## config.mk

```make
export PLATFORM = sky130hd
export DESIGN_NAME = if_pc_unit
export DESIGN_NICKNAME = d
export VERILOG_FILES = /design/src/rtl/if_pc_unit_pkg.sv /design/src/rtl/if_pc_next_mux.sv /design/src/rtl/if_pc_unit.sv
export SDC_FILE = /design/constraint.sdc
export NUM_CORES = 1
export LEC_CHECK = 0
export ABC_CLOCK_PERIOD_IN_PS = 2700
export BUFFER_PORTS_ARGS = -buffer_cell sky130_fd_sc_hd__buf_2
export CAP_MARGIN = 5
export CORE_ASPECT_RATIO = 0.6
export CORE_MARGIN = 4
export CORE_UTILIZATION = 45
export CTS_CLUSTER_SIZE = 40
export DETAILED_ROUTE_END_ITERATION = 8
export GPL_TIMING_DRIVEN = 0
export PLACE_DENSITY = 0.81
export SLEW_MARGIN = 40
export SYNTH_ARGS = -nofsm -noshare
export SYNTH_HDL_FRONTEND = slang
export SYNTH_SLANG_ARGS = --single-unit
export TNS_END_PERCENT = 20
```

## constraint.sdc

```tcl
create_clock -name i_clk -period 2.7 [get_ports i_clk]
set_input_delay 0.135 -clock i_clk [delete_from_list [all_inputs] [get_ports i_clk]]
set_output_delay 0.135 -clock i_clk [all_outputs]
set_load 0.05 [all_outputs]
```

## src/rtl/if_pc_unit_pkg.sv

```systemverilog
// Shared IF-stage definitions: FSM state encoding, HALT opcode and default PC width.
// Also used by the debug unit and the IF/ID latch.
package if_pc_unit_pkg;

    typedef enum logic [1:0] {
        ST_IDLE = 2'd0,
        ST_RUN  = 2'd1,
        ST_STEP = 2'd2,
        ST_HALT = 2'd3
    } pc_state_e;

    localparam int unsigned IF_NB_PC       = 32;
    localparam logic [5:0]  IF_HALT_OPCODE = 6'b111111;

endpackage

```

## src/rtl/if_pc_next_mux.sv

```systemverilog
// Next-PC priority select: jump over branch over the sequential PC+1 from the IF adder.
module if_pc_next_mux #(
    parameter int NB_PC = 32
) (
    input  logic             jump_i,
    input  logic [NB_PC-1:0] jump_target_i,
    input  logic             branch_taken_i,
    input  logic [NB_PC-1:0] branch_target_i,
    input  logic [NB_PC-1:0] pc_4_i,
    output logic [NB_PC-1:0] next_pc_o,
    output logic             redirect_o
);

    always_comb begin
        next_pc_o = pc_4_i;
        if (jump_i) begin
            next_pc_o = jump_target_i;
        end else if (branch_taken_i) begin
            next_pc_o = branch_target_i;
        end
    end

    assign redirect_o = jump_i | branch_taken_i;

endmodule

```

## src/rtl/if_pc_unit.sv

```systemverilog
// IF-stage program counter with run/step/halt control and a saturating cycle counter.
// Optional instruction-memory bounds check enabled by defining IF_PC_BOUNDS_CHECK_EN.
module if_pc_unit
    import if_pc_unit_pkg::*;
#(
    parameter int         NB_PC       = IF_NB_PC,
    parameter int         NB_CYCLES   = 32,
    parameter int         IMEM_DEPTH  = 256,
    parameter logic [5:0] HALT_OPCODE = IF_HALT_OPCODE
) (
    input  logic                 i_clk,
    input  logic                 i_rst_n,
    input  logic                 i_start,
    input  logic                 i_step_mode,
    input  logic                 i_step,
    input  logic                 i_stall,
    input  logic                 i_branch_taken,
    input  logic [NB_PC-1:0]     i_branch_target,
    input  logic                 i_jump,
    input  logic [NB_PC-1:0]     i_jump_target,
    input  logic [NB_PC-1:0]     i_pc_4,
    input  logic [31:0]          i_instr,
    output logic [NB_PC-1:0]     o_pc,
    output logic                 o_valid,
    output logic                 o_halted,
    output logic [NB_CYCLES-1:0] o_cycles,
`ifdef IF_PC_BOUNDS_CHECK_EN
    output logic                 o_pc_fault,
`endif
    output logic [1:0]           o_state
);

    pc_state_e              state_q, state_d;
    logic [NB_PC-1:0]       pc_q, pc_d;
    logic [NB_CYCLES-1:0]   cyc_q, cyc_d;
    logic                   step_q;
    logic                   adv, active, step_edge, halt_op, load;
    logic [NB_PC-1:0]       next_pc;
    logic                   redirect;
`ifdef IF_PC_BOUNDS_CHECK_EN
    localparam logic [NB_PC:0] DEPTH_L = (NB_PC+1)'(IMEM_DEPTH);
    logic                   fault_q, fault_d;
    logic                   unused_instr;
    assign unused_instr = ^i_instr[25:0];
`else
    logic                   unused_cfg;
    assign unused_cfg = ^{i_instr[25:0], 32'(IMEM_DEPTH)};
`endif

    if_pc_next_mux #(.NB_PC(NB_PC)) u_next_mux (
        .jump_i          (i_jump),
        .jump_target_i   (i_jump_target),
        .branch_taken_i  (i_branch_taken),
        .branch_target_i (i_branch_target),
        .pc_4_i          (i_pc_4),
        .next_pc_o       (next_pc),
        .redirect_o      (redirect)
    );

    always_comb begin
        active    = (state_q == ST_RUN) || (state_q == ST_STEP);
        step_edge = i_step && !step_q;
        halt_op   = (i_instr[31:26] == HALT_OPCODE);
        case (state_q)
            ST_RUN:  adv = !i_stall;
            ST_STEP: adv = step_edge && !i_stall;
            default: adv = 1'b0;
        endcase
        // A redirect flushes even through a stall; a HALT fetch only freezes the PC without one.
        load    = active && (redirect ? (adv || i_stall) : (adv && !halt_op));
        state_d = state_q;
        pc_d    = pc_q;
        cyc_d   = cyc_q;
`ifdef IF_PC_BOUNDS_CHECK_EN
        fault_d = fault_q;
`endif
        if ((state_q == ST_IDLE) && i_start) begin
            state_d = i_step_mode ? ST_STEP : ST_RUN;
        end
        if (adv && halt_op && !redirect) begin
            state_d = ST_HALT;
        end
        if (load) begin
`ifdef IF_PC_BOUNDS_CHECK_EN
            if ({1'b0, next_pc} >= DEPTH_L) begin
                state_d = ST_HALT;
                fault_d = 1'b1;
            end else begin
                pc_d = next_pc;
            end
`else
            pc_d = next_pc;
`endif
        end
        if (adv && (cyc_q != '1)) begin
            cyc_d = cyc_q + NB_CYCLES'(1);
        end
    end

    always_ff @(posedge i_clk or negedge i_rst_n) begin
        if (!i_rst_n) begin
            state_q <= ST_IDLE;
            pc_q    <= '0;
            cyc_q   <= '0;
            step_q  <= 1'b0;
`ifdef IF_PC_BOUNDS_CHECK_EN
            fault_q <= 1'b0;
`endif
        end else begin
            state_q <= state_d;
            pc_q    <= pc_d;
            cyc_q   <= cyc_d;
            step_q  <= i_step;
`ifdef IF_PC_BOUNDS_CHECK_EN
            fault_q <= fault_d;
`endif
        end
    end

    assign o_pc     = pc_q;
    assign o_valid  = adv;
    assign o_halted = (state_q == ST_HALT);
    assign o_cycles = cyc_q;
    assign o_state  = state_q;
`ifdef IF_PC_BOUNDS_CHECK_EN
    assign o_pc_fault = fault_q;
`endif

endmodule

```

==> impl_metrics.sql <==
INSERT INTO impl_metrics (metric_group, metric, value, unit) VALUES
('outcome', 'status', 'finished, final reports clean', ''),
('timing', 'maximum_clock_skew_at_final_layout', '5.95', 'ps'),
('pwr', 'peakVddDrop', '0.000589', 'V'),
('yosys', 'avgSynthCellArea', '10.5', 'um^2'),
('yosys', 'share_of_the_yosys_chip_area_belonging_to_registers', '0.462', ''),
('timing', 'rsz_0062_raised_after_global_routing', 'no', ''),
('timing', 'finalHoldViolCount', '0', ''),
('timing', 'finalWorstSetupSlack', '368', 'ps'),
('timing', 'max_slew.worst_pin.slew', '467', 'ps'),
('critical_path', 'crit_cells', '8', ''),
('pwr', 'power', '5.11', 'mW'),
('yosys', 'yosys-top-cells-count', 'sky130_fd_sc_hd__dfrtp_1 (67), sky130_fd_sc_hd__nand2_1 (51), sky130_fd_sc_hd__o21ai_0 (35)', ''),
('critical_path', 'worstRegToRegCells', '8', ''),
('final_layout', 'layout.filler_cells', '668', ''),
('yosys', 'synth.top_cell.area_share', '0.462', ''),
('die', 'io-pin-count', '204', ''),
('detailed_routing', 'drt_pre_antenna_iters', '4', ''),
('critical_path', 'setup.worst_path.end_class', 'register', ''),
('critical_path', 'worst-setup-path-type', 'reg -> reg', ''),
('placed_design', 'numPlacedInstances', '632', ''),
('final_layout', 'stdcell_count', '650', ''),
('grt', 'grt_first_pass_wirelength', '16200', 'um'),
('timing', 'setup-violations-final', '0', ''),
('yosys', 'synth.net_count', '488', ''),
('pwr', 'switching_share', '0.447', ''),
('cts', 'tritoncts', 'yes', ''),
('cts', 'number_of_hold_buffers_added_after_cts', '2', ''),
('run', 'max_cap_violations', '0', ''),
('detailed_routing', 'post_drt_wl_per_cell', '15.9', 'um'),
('cts', 'clock_sink_count', '67', ''),
('final_layout', 'fin_area', '5010', 'um^2'),
('grt', 'grt_use_total', '0.216', ''),
('yosys', 'syn-instance-count', '347', ''),
('placed_design', 'post-place-ws', '388', 'ps'),
('placed_design', 'place.port_buffers', '176', ''),
('critical_path', 'worst_path_largest_cell_delay', '420', 'ps'),
('grt', 'vias_in_the_first_global_route', '3333', ''),
('detailed_routing', 'detailedRoute.firstIterationViolations', '167', ''),
('yosys', 'synth.area.top_cells', 'sky130_fd_sc_hd__dfrtp_1 (46%), sky130_fd_sc_hd__mux2_2 (11%), sky130_fd_sc_hd__mux2i_1 (9.1%)', ''),
('timing', 'fmax', '0.429', 'GHz'),
('die', 'die_w', '124', 'um'),
('cts', 'cts-buffers-inserted', '9', ''),
('yosys', 'yosys_register_bits', '67', ''),
('yosys', 'unique_cell_type_count_in_the_yosys_netlist', '34', ''),
('cts', 'cts_resized', '0', ''),
('critical_path', 'timing.reg2reg.setup_slack', '370', 'ps'),
('pwr', 'power.sequential.fraction', '0.293', ''),
('placed_design', 'dpl-instance-area', '4670', 'um^2'),
('yosys', 'synth_top_cell_by_area', 'sky130_fd_sc_hd__dfrtp_1', ''),
('pwr', 'internal-power', '2.83', 'mW'),
('detailed_routing', 'vias', '3343', ''),
('detailed_routing', 'via_per_instance_ratio', '5.14', ''),
('timing', 'setup_total_negative_slack', '0', 'ps'),
('die', 'coreArea', '7850', 'um^2'),
('cts', 'h-tree-depth', '3', ''),
('grt', 'grt_antenna_before_repair', '0', ''),
('critical_path', 'worst-endpoint-required', '2910', 'ps'),
('critical_path', 'worst_ep_arrival_time', '2540', 'ps'),
('final_layout', 'utilization', '0.638', ''),
('pwr', 'share_clk_of_total_power', '0.237', ''),
('cts', 'clock_latency', '330', 'ps'),
('placed_design', 'dpl.hpwl', '8180', 'um'),
('critical_path', 'worstPathMaxFanout', '10', ''),
('yosys', 'edff_count_synth', '0', ''),
('cts', 'worst_setup_hold_path_clk_slew', '50', 'ps'),
('grt', 'globalRouteOverflowTotal', '0', ''),
('die', 'design.die.area', '9620', 'um^2'),
('yosys', 'post_synthesis_async_set_or_reset_flop_share', '1.00', ''),
('final_layout', 'post_route_cells_drive_above_1_share', '0.452', ''),
('detailed_routing', 'totalWireLength', '10400', 'um'),
('min_path', 'timing.hold.worst_path_depth', '3', '');
## layout by cell type (no fill, tap or decap), types with 2 or more instances in the layout
cell type,instances
sky130_fd_sc_hd__and3_1,7
sky130_fd_sc_hd__clkbuf_8,3
sky130_fd_sc_hd__mux2i_1,33
sky130_fd_sc_hd__buf_2,182
sky130_fd_sc_hd__nor3_1,3
sky130_fd_sc_hd__nand3_1,14
sky130_fd_sc_hd__dfrtp_1,67
sky130_fd_sc_hd__nand4_1,13
sky130_fd_sc_hd__xnor2_1,23
sky130_fd_sc_hd__xor2_1,6
sky130_fd_sc_hd__nor2_1,13
sky130_fd_sc_hd__dlygate4sd3_1,2
sky130_fd_sc_hd__mux2_2,34
sky130_fd_sc_hd__clkbuf_1,9
sky130_fd_sc_hd__ha_1,5
sky130_fd_sc_hd__a21oi_1,2
sky130_fd_sc_hd__clkbuf_16,9
sky130_fd_sc_hd__clkinvlp_4,2
sky130_fd_sc_hd__inv_1,8
sky130_fd_sc_hd__o21ai_0,35
sky130_fd_sc_hd__nand2_1,51
sky130_fd_sc_hd__and4_1,2
## cell families (layout without fill, tap and decap cells)
logic type / count (synthesis) / after routing / synth area share
AND/OR/NAND/NOR: 115 / 115 / 0.165
AO/OA/AOI/OAI: 40 / 40 / 0.0613
flip-flops: 67 / 67 / 0.462
multiplexers: 67 / 67 / 0.196
adder cells (fa/ha/maj): 5 / 5 / 0.0172
buffers and inverters: 24 / 219 / 0.0283
XOR/XNOR: 29 / 29 / 0.0700
## flip-flops by register name (all words and copies together) (netlist names)
name      count
o_pc         32
step_q        1
o_cycles     32
o_state       2
## worst reg2reg max path: cells and delay by family, from the launching register on
kind                     cells  cell delay [ps]
adder cells (fa/ha/maj)      1              200
AND/OR/NAND/NOR              2              400
AO/OA/AOI/OAI                2              410
flip-flops                   1              420
buffers and inverters        2              400
multiplexers                 1              380
## routing by layer
| layer | global-route usage | share of wire |
|---|---|---|
| met1 | 0.288 | 0.43 |
| met5 | 0 | 0 |
| met3 | 0.0510 | 0.074 |
| met2 | 0.350 | 0.48 |
| met4 | 0.0699 | 0.017 |
## layout make-up
type	instances	area, um^2	share of cell area
clock buffer	13	270	0.0540
multi-input combinational	256	1850	0.370
sequential	67	1680	0.335
buffer	16	72.6	0.0145
clock inverter	3	45.0	0.00899
tap	108	135	0.0270
timing repair buffer	179	927	0.185
inverter	8	30.0	0.00600
## power by group through the flow
stage,Combinational [mW],Sequential (mW),Clock (mW)
after global routing,2.53,1.54,1.29
after global placement,2.35,1.48,0
final,2.40,1.50,1.21
after detailed placement,2.40,1.51,0
after floorplan,0.765,2.51,0
after CTS,2.41,1.49,1.24
## worst paths after layout
| kind | from | end |
|---|---|---|
| hold reg to reg | o_pc[10]$_DFFE_PN0P_ | o_pc[10]$_DFFE_PN0P_ |
| setup reg to reg | o_state[0]$_DFFE_PN0P_ | o_pc[23]$_DFFE_PN0P_ |
| hold / removal | i_start | o_state[0]$_DFFE_PN0P_ |
| min in group asynchronous | i_rst_n | o_pc[25]$_DFFE_PN0P_ |
| max in group asynchronous | i_rst_n | o_cycles[10]$_DFFE_PN0P_ |
| setup / recovery | o_state[0]$_DFFE_PN0P_ | o_pc[23]$_DFFE_PN0P_ |
Power figures use the tool's default switching activity.
